`config.mk`:
```
export PLATFORM = sky130hd
export DESIGN_NAME = hall_slice_sequencer
export DESIGN_NICKNAME = d
export VERILOG_FILES = /design/src/rtl/hall_slice_sequencer.sv
export SDC_FILE = /design/constraint.sdc
export NUM_CORES = 1
export LEC_CHECK = 0
export ABC_AREA = 1
export CELL_PAD_IN_SITES_DETAIL_PLACEMENT = 1
export CELL_PAD_IN_SITES_GLOBAL_PLACEMENT = 2
export CORE_MARGIN = 3
export CORE_UTILIZATION = 40
export CTS_CLUSTER_DIAMETER = 80
export CTS_CLUSTER_SIZE = 16
export DETAILED_ROUTE_END_ITERATION = 10
export DONT_BUFFER_PORTS = 1
export PLACE_DENSITY_LB_ADDON = 0.1
export SYNTH_ARGS = -nofsm -noshare
export SYNTH_HDL_FRONTEND = slang
export SYNTH_SLANG_ARGS = --single-unit
```
`constraint.sdc`:
```
create_clock -name clk -period 6.2 [get_ports clk]
set_input_delay 0.31 -clock clk [delete_from_list [all_inputs] [get_ports clk]]
set_output_delay 0.31 -clock clk [all_outputs]
set_load 0.01 [all_outputs]
```
`src/rtl/hall_slice_sequencer.sv`:
```
// hall_slice_sequencer
//   Turns the raw hall-effect index sensor into the display's angular
//   timebase. The sensor is synchronised and debounced, the rotation period
//   is measured in clk cycles, and NSLICES evenly spaced slice ticks are
//   emitted per revolution. A Bresenham-style accumulator spaces the ticks
//   so that no divider is needed.
//
// Ports
//   clk          system clock
//   nrst         asynchronous active-low reset
//   hall_in      raw asynchronous sensor, idle high, low while the magnet passes
//   enable       synchronous run enable; low forces IDLE on the next cycle
//   slice_tick   one-cycle pulse at the start of each slice
//   slice_idx    current slice number, 0..NSLICES-1 (saturates at NSLICES-1)
//   period       last measured revolution period in clk cycles
//   period_valid period is valid and ticks are being generated
//   stalled      period counter saturated; cleared by the next index event
//   state_dbg    current FSM state (IDLE=0, ACQUIRE=1, MEASURE=2, RUN=3)
//
// There is no valid/ready handshake on this block: slice_tick is a
// fire-and-forget strobe that the frame scheduler must sample every cycle.
module hall_slice_sequencer #(
    parameter int DEBOUNCE = 16,
    parameter int NSLICES  = 256,
    parameter int SLICE_W  = 8,
    parameter int CNT_W    = 24
) (
    input  logic               clk,
    input  logic               nrst,
    input  logic               hall_in,
    input  logic               enable,
    output logic               slice_tick,
    output logic [SLICE_W-1:0] slice_idx,
    output logic [CNT_W-1:0]   period,
    output logic               period_valid,
    output logic               stalled,
    output logic [1:0]         state_dbg
);

    localparam logic [1:0] S_IDLE    = 2'd0;
    localparam logic [1:0] S_ACQUIRE = 2'd1;
    localparam logic [1:0] S_MEASURE = 2'd2;
    localparam logic [1:0] S_RUN     = 2'd3;

    localparam int                 DB_W     = (DEBOUNCE > 1) ? $clog2(DEBOUNCE) : 1;
    localparam logic [DB_W-1:0]    DB_LAST  = DB_W'(DEBOUNCE - 1);
    localparam logic [CNT_W-1:0]   CNT_MAX  = '1;
    localparam logic [SLICE_W-1:0] IDX_LAST = SLICE_W'(NSLICES - 1);
    localparam logic [CNT_W:0]     NSL_EXT  = (CNT_W + 1)'(NSLICES);

    logic [2:0]         sync_q, sync_d;
    logic               deb_q, deb_d;
    logic               deb_prev_q, deb_prev_d;
    logic [DB_W-1:0]    deb_cnt_q, deb_cnt_d;
    logic [CNT_W-1:0]   cnt_q, cnt_d;
    logic [CNT_W:0]     acc_q, acc_d;
    logic [1:0]         state_q, state_d;
    logic               tick_q, tick_d;
    logic [SLICE_W-1:0] idx_q, idx_d;
    logic [CNT_W-1:0]   period_q, period_d;
    logic               valid_q, valid_d;
    logic               stalled_q, stalled_d;

    logic               index_ev;
    logic               sat;
    logic [CNT_W:0]     acc_sum;
    logic [CNT_W:0]     period_ext;

    // Synchroniser and debouncer. The counter only runs while the
    // synchronised input disagrees with the debounced level, so any
    // excursion shorter than DEBOUNCE cycles is discarded.
    always_comb begin
        sync_d     = {sync_q[1:0], hall_in};
        deb_d      = deb_q;
        deb_cnt_d  = '0;
        deb_prev_d = deb_q;
        if (sync_q[2] != deb_q) begin
            if (deb_cnt_q == DB_LAST) begin
                deb_d = sync_q[2];
            end else begin
                deb_cnt_d = deb_cnt_q + 1'b1;
            end
        end
    end

    // Magnet arrival is the falling edge of the debounced level.
    assign index_ev = deb_prev_q & ~deb_q;
    assign sat      = (cnt_q == CNT_MAX);

    // Period counter: cycles since the last index event, saturating.
    always_comb begin
        if (index_ev) begin
            cnt_d = '0;
        end else if (sat) begin
            cnt_d = cnt_q;
        end else begin
            cnt_d = cnt_q + 1'b1;
        end
    end

    assign acc_sum    = acc_q + NSL_EXT;
    assign period_ext = {1'b0, period_q};

    always_comb begin
        state_d   = state_q;
        tick_d    = 1'b0;
        idx_d     = idx_q;
        acc_d     = acc_q;
        period_d  = period_q;
        valid_d   = valid_q;
        stalled_d = stalled_q;
        if (!enable) begin
            state_d   = S_IDLE;
            idx_d     = '0;
            acc_d     = '0;
            valid_d   = 1'b0;
            stalled_d = 1'b0;
        end else begin
            case (state_q)
                S_IDLE: begin
                    state_d = S_ACQUIRE;
                end
                S_ACQUIRE: begin
                    if (index_ev) begin
                        state_d   = S_MEASURE;
                        stalled_d = 1'b0;
                    end else if (sat) begin
                        stalled_d = 1'b1;
                    end
                end
                default: begin // S_MEASURE, S_RUN
                    if (index_ev && sat) begin
                        // The saturated count is meaningless as a period, so
                        // this event only restarts the measurement.
                        state_d   = S_MEASURE;
                        valid_d   = 1'b0;
                        stalled_d = 1'b0;
                    end else if (index_ev) begin
                        // Period counts edges between events: cnt restarted
                        // at 0 one cycle after the previous event.
                        period_d = cnt_q + 1'b1;
                        state_d  = S_RUN;
                        tick_d   = 1'b1;
                        idx_d    = '0;
                        acc_d    = '0;
                        valid_d  = 1'b1;
                    end else if (sat) begin
                        state_d   = S_ACQUIRE;
                        valid_d   = 1'b0;
                        stalled_d = 1'b1;
                    end else if (state_q == S_RUN) begin
                        // Add NSLICES per cycle; each time the sum passes the
                        // period one slice has elapsed. The index never wraps:
                        // only an index event returns it to slice 0.
                        if (idx_q != IDX_LAST) begin
                            if (acc_sum >= period_ext) begin
                                acc_d  = acc_sum - period_ext;
                                idx_d  = idx_q + 1'b1;
                                tick_d = 1'b1;
                            end else begin
                                acc_d = acc_sum;
                            end
                        end
                    end
                end
            endcase
        end
    end

    always_ff @(posedge clk or negedge nrst) begin
        if (!nrst) begin
            sync_q     <= 3'b111;
            deb_q      <= 1'b1;
            deb_prev_q <= 1'b1;
            deb_cnt_q  <= '0;
            cnt_q      <= '0;
            acc_q      <= '0;
            state_q    <= S_IDLE;
            tick_q     <= 1'b0;
            idx_q      <= '0;
            period_q   <= '0;
            valid_q    <= 1'b0;
            stalled_q  <= 1'b0;
        end else begin
            sync_q     <= sync_d;
            deb_q      <= deb_d;
            deb_prev_q <= deb_prev_d;
            deb_cnt_q  <= deb_cnt_d;
            cnt_q      <= cnt_d;
            acc_q      <= acc_d;
            state_q    <= state_d;
            tick_q     <= tick_d;
            idx_q      <= idx_d;
            period_q   <= period_d;
            valid_q    <= valid_d;
            stalled_q  <= stalled_d;
        end
    end

    assign slice_tick   = tick_q;
    assign slice_idx    = idx_q;
    assign period       = period_q;
    assign period_valid = valid_q;
    assign stalled      = stalled_q;
    assign state_dbg    = state_q;

endmodule

```
==> results of run 1 <==
==> synthesized netlist by cell type (2+ instances only) <==
| master | count |
|---|---|
| nand4_1 | 19 |
| clkbuf_1 | 8 |
| nor2_4 | 4 |
| o21ai_0 | 42 |
| nand2_1 | 335 |
| or2_2 | 2 |
| nor2_2 | 6 |
| a21o_1 | 2 |
| o21bai_1 | 5 |
| dfrtp_1 | 90 |
| xnor2_1 | 14 |
| dfstp_2 | 5 |
| xor2_1 | 30 |
| buf_2 | 5 |
| o21ai_1 | 5 |
| nand3b_1 | 4 |
| ha_1 | 28 |
| clkinv_1 | 2 |
| nand2_2 | 16 |
| inv_1 | 135 |
| buf_4 | 2 |
| inv_2 | 5 |
| nor2_1 | 73 |
| nor3_1 | 16 |
| nor4_1 | 4 |
| a21oi_1 | 25 |
| nand3_1 | 84 |
| nand2_4 | 2 |
==> registers in the layout (all words and copies together), names as in the netlist <==
signal,cells
acc_q,25
cnt_q,24
deb_cnt_q,4
deb_prev_d,1
deb_prev_q,1
period,24
period_valid,1
slice_idx,8
slice_tick,1
stalled,1
state_dbg,2
sync_q,3
==> final timing paths <==
| check | endpoint | slack, ns |
|---|---|---|
| worst max-delay path | acc_q[6] | 2.48 |
| worst min-delay path | period_valid | 0.11 |
| worst max register to register | acc_q[6] | 2.48 |
| worst min register to register | sync_q[1] | 0.36 |
| max in group asynchronous | deb_prev_q | 5.24 |
| min in group asynchronous | cnt_q[8] | 0.53 |
==> layer usage <==
layer	track usage (%)	vias to the layer above
li1	-	3083
met1	34.5	2925
met2	38.1	88
met3	5.50	6
met4	4.48	0
met5	0	-
==> layout make-up <==
cell class,instances,share of cell area [%]
Clock buffer,10,3.15
Clock inverter,5,0.791
Inverter,143,7.41
Multi-Input combinational cell,729,51.3
Sequential cell,95,32.8
Tap cell,216,3.72
Timing Repair Buffer,5,0.860
==> power groups by stage <==
stage | registers [mW] | logic (mW) | clock network (mW)
after global routing | 0.694 | 0.180 | 0.596
after global placement | 0.701 | 0.140 | 0
after CTS | 0.690 | 0.159 | 0.570
final | 0.689 | 0.157 | 0.555
after detailed placement | 0.702 | 0.142 | 0
after floorplan | 0.690 | 0.108 | 0
==> cells by family (layout without fill, tap and decap cells) <==
kind of cell	Yosys count	after routing
fa+ha+maj	29	29
mux	2	2
compound gates	84	84
simple gates	570	570
flops	95	95
buf+inv	159	163
xor+xnor	44	44
==> what timing repair did <==
action | 4_1_cts | 5_1_grt
hold endpoints to repair | 96 | 0
endpoints found under the setup margin | 0 | 0
hold buffers | 3 | 0
gates resized for setup | 0 | 0
==> qor.txt, run 1 <==
status - completed
Non-Filler Instances - 1,203
Iteration-0 DRC Markers - 287
CP Max Fanout - 22
post-route design area - 7270 sq um
vias in the first global route - 6,287
CTS Buf Count - 9
Bufs and invs on worst path - 4
period utilisation layout - 60.1%
Routability Congestion - 0.871
CP peak stage delay - 0.40 ns
Final Power - 1.40 mW
Post-Synth Simple-Gate Area - 36.9%
met2 wire length - 9620 microns
leading cell type in the layout, fill and taps excluded - nand2_1
first-pass iteration count of the detailed router - 4
Critical path origin - acc_q[12]
WP depth - 19
max cap viols - 0
CP Capture Type - register
Hold Path Origin - enable
DR vias - 6,102
Synth Area in Compound Gates - 6.82%
count of pins over their slew limit - 0
Hold WS - 0.112 ns
die height - 136 microns
antenna-violating nets left - 0
Yosys warnings - 0
Tmin final - 3.72 ns
CP cell instances - inv_1 > nor3_1 > nand3_1 > o21ai_0 > nand2_1 > inv_1 > ha_1 > nand2_1 > inv_1 > nand3_1 > nor2_1 > a21oi_1 > nand2_1 > nor2_4 > nand2_2 > nand2_1 > inv_2 > nand2_1 > nand2_1
grt ovf - 0
HPWL after DPL - 17,200 microns
All-Layer GR Usage - 24.2%
layout cells sized above 1 - 6.59%
Residual DRC - 0
Via density - 5.07
mean area per synthesized cell - 6.85 sq um
Power Internal - 1.01 mW
Synth area leader - dfrtp_1
DRT Wirelength - 21,300 microns
Die W - 136 microns
Worst setup SP type - register
Synth top area share - 33.4%
Hold Crit Class - in -> reg
Initial Utilization - 41.7%
hold-critical path depth - 2
worst reg-to-reg path cell count - 19
ys async rst share - 100%
Metal-1 WL - 10,400 microns
Worst-Margin Slew - 0.974 ns
fin util - 45.0%
Lkg Pwr - 3.95 nW
TritonCTS clock tree - built
final hold viol count - 0
sequential share of the synthesized area - 35.4%
RSZ-0062 raised after global routing - no
XOR/XNOR Fraction of Synth Area - 5.72%
first-pass GRT wire length - 34,600 microns
NetSw - 390 uW
Top-Level Pins - 41
EDFF count, synth - 0
Clk Latency, worst-skew pair - 0.35 ns
Crit Path Class - reg -> reg
Cell Pwr Density - 193 nW/um^2
slew margin rel. - 34.9%
most area-consuming cells after synthesis - dfrtp_1, nand2_1, inv_1, nand3_1, ha_1
switch share - 27.8%
most frequent cells in the layout - nand2_1, inv_1, dfrtp_1
Die ar. - 18,400 sq um
num rows - 46
Root Driver - clkbuf_16
power share of the combinational group - 11.2%
area of the multi-input gates - 3730 sq um
post-CTS setup repair buffer count - 0
Syn-to-layout area delta - 7.95%
Setup TNS - 0 ns
Synth Area in Adders - 5.50%
Longest Clk Path Bufs - 2
CORE AREA - 16,200 sq um
main combinational cell family by area after synthesis - simple AND/OR/NAND/NOR gates
NumNets Final - 1,016
reg2reg start - acc_q[12]
Mapped Area - 6740 sq um
Worst Path Required - 6.43 ns
mux cell area share after synthesis - 0.316%
post-synth cell types - 43
Antenna Cells - 0
critical path arrival - 3.96 ns
met3 WL - 1060 microns
clk slew on worst S/H paths - 0.07 ns
final worst slack - 2.48 ns
Clk pwr share - 39.6%
per-cell routed wire length - 17.7 microns
crit-path most repeated cell - nand2_1
largest net degree at the start of global routing - 96
Top Layer Used - met4
pre-CTS WS - 2.49 ns
VDD IR max - 0.000123 V
max frequency - 0.269 GHz
CP top delay family - simple AND/OR/NAND/NOR gates
# H-tree levels - 3
Placed Instances - 1,185
Final setup viols - 0
syn nets - 1,016
Post-Syn Instances - 983
# clock sinks - 95
top_reg_cell synth - dfrtp_1
Port Buffer Count - 0
Reg power frac - 49.2%
initial antenna violation count - 0
cell at the slowest stage of the critical path - dfrtp_1
Final Skew - 0.0110 ns
Layout fillers - 2,128
Reg area - 2380 sq um
Synth Register Bits - 95
Area after DPL - 6940 sq um
Power figures use the tool's default switching activity.
==> run 2, diff against run 1 <==
--- a/config.mk
+++ b/config.mk
@@ -5,7 +5,7 @@
 export SDC_FILE = /design/constraint.sdc
 export NUM_CORES = 1
 export LEC_CHECK = 0
-export ABC_AREA = 1
+export ABC_AREA = 0
 export CELL_PAD_IN_SITES_DETAIL_PLACEMENT = 1
 export CELL_PAD_IN_SITES_GLOBAL_PLACEMENT = 2
 export CORE_MARGIN = 3
==> constraint.sdc (replaced) <==
create_clock -name clk -period 3.88 [get_ports clk]
set_input_delay 0.194 -clock clk [delete_from_list [all_inputs] [get_ports clk]]
set_output_delay 0.194 -clock clk [all_outputs]
set_load 0.01 [all_outputs]
==> run 2 against run 1 <==
- register-to-register slack worse by 2.2 ns
- first-iteration DRC count down 32%
- core utilization up 1.5 points
- total power rose to 3.0 times the previous value
- combinational power rose to 12 times the previous value
- global-route usage down 3.6 points
- worst setup slack worse by 2.2 ns
- fmax up 3.0%
- synthesized area down 16%
- clock power up 69%
- critical path type unchanged
- critical endpoint is now slice_idx[0]
==> qor.txt, run 2 <==
status - completed
clk slew on worst S/H paths - 0.07 ns
CP peak stage delay - 0.43 ns
Yosys warnings - 0
HPWL after DPL - 11,700 microns
count of pins over their slew limit - 0
worst reg-to-reg path cell count - 14
Critical path origin - acc_q[8]
Antenna Cells - 0
DR vias - 4,565
CP top delay family - simple AND/OR/NAND/NOR gates
DRT Wirelength - 15,500 microns
TritonCTS clock tree - built
Tmin final - 3.61 ns
RSZ-0062 raised after global routing - no
Worst-Margin Slew - 0.983 ns
die height - 125 microns
antenna-violating nets left - 0
most area-consuming cells after synthesis - dfrtp_1, a21oi_1, ha_1, xnor2_1, xor2_1
# clock sinks - 95
sequential share of the synthesized area - 42.1%
Top-Level Pins - 41
initial antenna violation count - 0
Final setup viols - 0
cell at the slowest stage of the critical path - dfrtp_1
period utilisation layout - 93.2%
slew margin rel. - 34.3%
All-Layer GR Usage - 20.6%
worst reg2reg setup slack - 0.27 ns
Clk Latency, worst-skew pair - 0.35 ns
Hold Crit Class - in -> reg
Crit Path Class - reg -> reg
Routability Congestion - 0.869
Mapped Area - 5670 sq um
mean area per synthesized cell - 9.17 sq um
count leader, synth - dfrtp_1
Setup TNS - 0 ns
Die W - 125 microns
CP cell instances - ha_2 > nand3_2 > nor3_4 > or2b_1 > nand2_1 > ha_1 > a21o_1 > a21oi_1 > a21oi_1 > nor3b_2 > nand2_1 > buf_4 > o21ai_2 > mux2_2
ys async rst share - 100%
Synth area leader - dfrtp_1
final hold viol count - 0
Final Power - 4.15 mW
Root Driver - clkbuf_16
max frequency - 0.277 GHz
worst setup path end - slice_idx[0]
num rows - 42
most frequent cells in the layout - dfrtp_1, a21oi_1, nand2_1
reg2reg start - acc_q[8]
vias in the first global route - 4,865
grt ovf - 0
Largest Register - acc_q
syn nets - 651
critical path arrival - 3.90 ns
largest net degree at the start of global routing - 96
top_reg_cell synth - dfrtp_1
CORE AREA - 13,600 sq um
CTS Buf Count - 9
Synth top area share - 39.7%
Reg-to-Reg End - slice_idx[0]
EDFF count, synth - 0
Bufs and invs on worst path - 1
Worst Path Required - 4.17 ns
CP Max Fanout - 11
Via density - 5.66
NumNets Final - 658
Post-Syn Instances - 618
# H-tree levels - 3
Lkg Pwr - 2.87 nW
leading cell type in the layout, fill and taps excluded - dfrtp_1
first-pass iteration count of the detailed router - 4
Initial Utilization - 41.8%
synth cell count leaders - dfrtp_1, a21oi_1, nand2_1, nor2_1, inv_1
Port Buffer Count - 0
Die ar. - 15,600 sq um
per-cell routed wire length - 19.3 microns
Residual DRC - 0
Final Skew - 0.00518 ns
post-synth cell types - 64
Hold Path Origin - enable
Synth Register Bits - 95
max cap viols - 0
Iteration-0 DRC Markers - 196
max FFs per register - 25
Syn-to-layout area delta - 11.1%
Cell Pwr Density - 660 nW/um^2
layout cells sized above 1 - 9.37%
VDD IR max - 0.000248 V
Longest Clk Path Bufs - 2
first-pass GRT wire length - 26,000 microns
CP Capture Type - register
Worst setup SP type - register
WP depth - 14
run 2: cell types whose count changed in the layout (fill, tap and decap cells not counted), sizes merged, moves of 17 or more:
cell	before	now
a21o	2	19
a21oi	25	72
inv	143	39
nand2	353	51
nand3	86	34
nor2	83	47
o21ai	49	28
xnor2	14	36
run 2: how the worst min path moves through the flow:
stage / endpoint / depth (start not counted)
6_report: state_dbg[1] / 2
5_1_grt: slice_tick / 2
4_1_cts: state_dbg[1] / 2
3_5_place_dp: slice_idx[4] / 0
3_3_place_gp: slice_idx[2] / 0
2_1_floorplan: acc_q[0] / 0
run 2: report_power, final:
part           internal, mW  switching, mW
sequential             1.13          0.171
clock                 0.541          0.398
combinational         0.817           1.10
total                  2.49           1.67
run 2: stage by stage:
stage | util, % | worst slack [ns] | cells | instance area, sq um | hold WS [ns]
2_1_floorplan | - | 0.523 | 618 | 5670 | -0.102
3_3_place_gp | 43.5 | 0.0773 | 784 | 5890 | -0.0985
3_5_place_dp | 43.5 | 0.0261 | 784 | 5890 | -0.0988
4_1_cts | 46.2 | 0.0165 | 804 | 6270 | 0.0569
5_1_grt | 46.4 | 0.00306 | 806 | 6300 | 0.0875
6_report | 46.4 | 0.265 | 806 | 6300 | 0.0719
run 2: metal layers:
metal,share of wire (%),up-vias,wire length (microns),global-route usage (%)
li1,-,2208,-,-
met1,48,2279,7460,28.4
met2,48,66,7390,33.3
met3,3.1,12,474,3.37
met4,1.3,0,202,6.63
met5,0,-,0,0
run 2: cells by family after synthesis:
kind of cell / synth area share, %
compound gates: 19.8
xor+xnor: 9.25
fa+ha+maj: 6.54
buf+inv: 4.15
flops: 42.1
mux: 1.99
simple gates: 16.3
run 2: final cells by class:
class                           count  area (sq um)
Tap cell                          176           220
Sequential cell                    95          2380
Timing Repair Buffer               19           170
Multi-Input combinational cell    464          3070
Inverter                           36           135
Clock buffer                       11           253
Fill cell                        1577          7260
Clock inverter                      5          61.3
run 2: repair_timing:
action                                  4_1_cts  5_1_grt
setup buffers                                 0        2
endpoints found under the setup margin        2       22
hold buffers                                  4        0
pin swaps                                     0        1
cloned                                        0        0
resized for setup                             1        3
hold endpoints to repair                     98        0
==> run 3, diff against run 2 <==
==> config.mk (replaced) <==
export PLATFORM = sky130hd
export DESIGN_NAME = hall_slice_sequencer
export DESIGN_NICKNAME = d
export VERILOG_FILES = /design/src/rtl/hall_slice_sequencer.sv
export SDC_FILE = /design/constraint.sdc
export NUM_CORES = 1
export LEC_CHECK = 0
export ABC_AREA = 0
export ABC_CLOCK_PERIOD_IN_PS = 3880
export CORE_MARGIN = 3
export CORE_UTILIZATION = 50
export CTS_CLUSTER_DIAMETER = 80
export CTS_CLUSTER_SIZE = 16
export DETAILED_ROUTE_END_ITERATION = 10
export DONT_BUFFER_PORTS = 1
export GPL_TIMING_DRIVEN = 0
export SYNTH_ARGS = -nofsm -noshare
export SYNTH_HDL_FRONTEND = slang
export SYNTH_SLANG_ARGS = --single-unit
==> run 3 against run 2 <==
- core utilization grew 11 points
- non-clock buffer count is 10 higher
- first-iteration DRC count up 35%
- final area is 0.36% higher
- worst setup slack worse by 0.037 ns
- critical path type unchanged
==> qor.txt, run 3 (synthesis gave the netlist of run 2 again) <==
NetSw - 1.63 mW
Clk Latency, worst-skew pair - 0.35 ns
per-cell routed wire length - 18.1 microns
Final setup viols - 0
max FFs per register - 25
Clk pwr share - 22.8%
Lkg Pwr - 2.87 nW
Layout fillers - 1,005
hold-critical path depth - 2
most frequent cells in the layout - dfrtp_1, a21oi_1, nand2_1
critical path arrival - 3.89 ns
TritonCTS clock tree - built
switch share - 39.6%
# clock sinks - 95
NumNets Final - 668
final hold viol count - 0
CP peak stage delay - 0.44 ns
CP top delay family - simple AND/OR/NAND/NOR gates
CP cell instances - ha_1 > nand3_2 > nor3_4 > buf_4 > nand3_1 > xnor2_1 > ha_1 > a21o_1 > a21oi_1 > nor3b_4 > and2_4 > nor2_1 > buf_2 > a221o_1
VDD IR max - 0.000299 V
layout cells sized above 1 - 9.84%
max frequency - 0.274 GHz
DRT Wirelength - 14,100 microns
Crit Path Class - reg -> reg
vias in the first global route - 4,685
CORE AREA - 10,900 sq um
grt peak-use layer - met2
Worst-Margin Slew - 0.537 ns
# H-tree levels - 3
Routability Congestion - 0.864
largest net degree at the start of global routing - 96
Cell Pwr Density - 653 nW/um^2
Hold WS - 0.00780 ns
Global Route met1 Usage - 31.5%
crit-path most repeated cell - ha_1
global routing usage on met3 - 4.15%
HPWL after DPL - 10,400 microns
first-pass iteration count of the detailed router - 5
Initial Utilization - 51.8%
All-Layer GR Usage - 23.5%
worst reg2reg setup slack - 0.23 ns
Reg-to-Reg End - acc_q[18]
slew margin rel. - 64.1%
Die W - 112 microns
worst setup path end - acc_q[18]
Residual DRC - 0
fin util - 57.8%
Reg power frac - 31.2%
CP Capture Type - register
grt ovf - 0
Worst Path Required - 4.12 ns
Power Internal - 2.49 mW
status - completed
CP Max Fanout - 10
Die ar. - 12,600 sq um
Critical path origin - acc_q[8]
Port Buffer Count - 0
Top-Level Pins - 41
Tmin final - 3.65 ns
reg2reg start - acc_q[8]
initial antenna violation count - 0
met2 usage - 38.2%
clk slew on worst S/H paths - 0.07 ns
Root Driver - clkbuf_16
die height - 112 microns
Hold Crit Class - in -> reg
power share of the combinational group - 46.0%
worst reg-to-reg path cell count - 14
period utilisation layout - 94.1%
WP depth - 14
Iteration-0 DRC Markers - 265
CTS Buf Count - 9
Worst setup SP type - register
leading cell type in the layout, fill and taps excluded - dfrtp_1
Bufs and invs on worst path - 2
antenna-violating nets left - 0
Largest Register - acc_q
DR vias - 4,590
first-pass GRT wire length - 23,700 microns
max cap viols - 0
Antenna Cells - 0
Syn-to-layout area delta - 11.5%
Via density - 5.88
Final Skew - 0.00953 ns
cell at the slowest stage of the critical path - dfrtp_1
count of pins over their slew limit - 0
num rows - 38
Longest Clk Path Bufs - 2
[run 3: cell types whose count changed in the layout (fill, tap and decap cells not counted), sizes merged]
cell,change
buf,+2
clkbuf,+7
clkinv,+1
clkinvlp,+1
inv,-1
[run 3: how the worst min path moves through the flow]
stage	end	startpoint
global placement	slice_idx[2]	nrst
detailed placement	slice_idx[2]	nrst
floorplan	acc_q[0]	nrst
global route	slice_tick	enable
CTS	slice_tick	enable
finish	slice_tick	enable
[run 3: power groups by stage]
stage | Sequential [mW] | Combinational, mW | Clock, mW
final | 1.29 | 1.90 | 0.940
after global routing | 1.31 | 2.11 | 1.01
after CTS | 1.28 | 1.86 | 0.961
after detailed placement | 1.30 | 1.77 | 0
after global placement | 1.29 | 1.74 | 0
after floorplan | 1.26 | 1.42 | 0
[run 3: timing repair]
action                                  4_1_cts  5_1_grt
gates cloned                                  0        0
resized for setup                             8       14
pin swaps                                     1        2
hold endpoints to repair                     98        0
endpoints found under the setup margin       34       34
setup buffers                                 1        2
hold buffers                                  4        0
[run 3: area by class of cell]
type / count / area [sq um] / share of cell area [%]
Multi-Input combinational cell: 464 / 3120 / 49.4
Buffer: 22 / 104 / 1.64
Inverter: 36 / 135 / 2.14
Timing Repair Buffer: 7 / 80.1 / 1.27
Clock buffer: 10 / 239 / 3.78
Sequential cell: 95 / 2390 / 37.8
Clock inverter: 6 / 75.1 / 1.19
Tap cell: 140 / 175 / 2.77
[run 3: stage by stage]
| step | power (mW) | cell area (sq um) | setup WS, ns | TNS (ns) | cells |
|---|---|---|---|---|---|
| floorplan | 2.68 | 5670 | 0.523 | 0 | 618 |
| global placement | 3.03 | 5840 | -0.310 | -7.04 | 758 |
| detailed placement | 3.07 | 5840 | -0.319 | -7.61 | 758 |
| CTS | 4.10 | 6250 | 0.0294 | 0 | 778 |
| global route | 4.43 | 6320 | -0.00973 | -0.0146 | 780 |
| finish | 4.12 | 6320 | 0.228 | 0 | 780 |
[run 3: routing by layer]
metal | vias to the layer above | routed length (microns)
li1 | 2239 | -
met1 | 2241 | 6580
met2 | 88 | 6700
met3 | 22 | 535
met4 | 0 | 291
met5 | - | 0
[run 3: worst register-to-register path: cells and delay by family, from the launching register on]
family | cells | cell delay, ns
AOI/OAI and AO/OA | 3 | 0.67
DFF | 1 | 0.44
adders and majority gates | 2 | 0.64
and+or+nand+nor | 6 | 1.13
buffers and inverters | 2 | 0.37
xor gates and xnor gates | 1 | 0.31
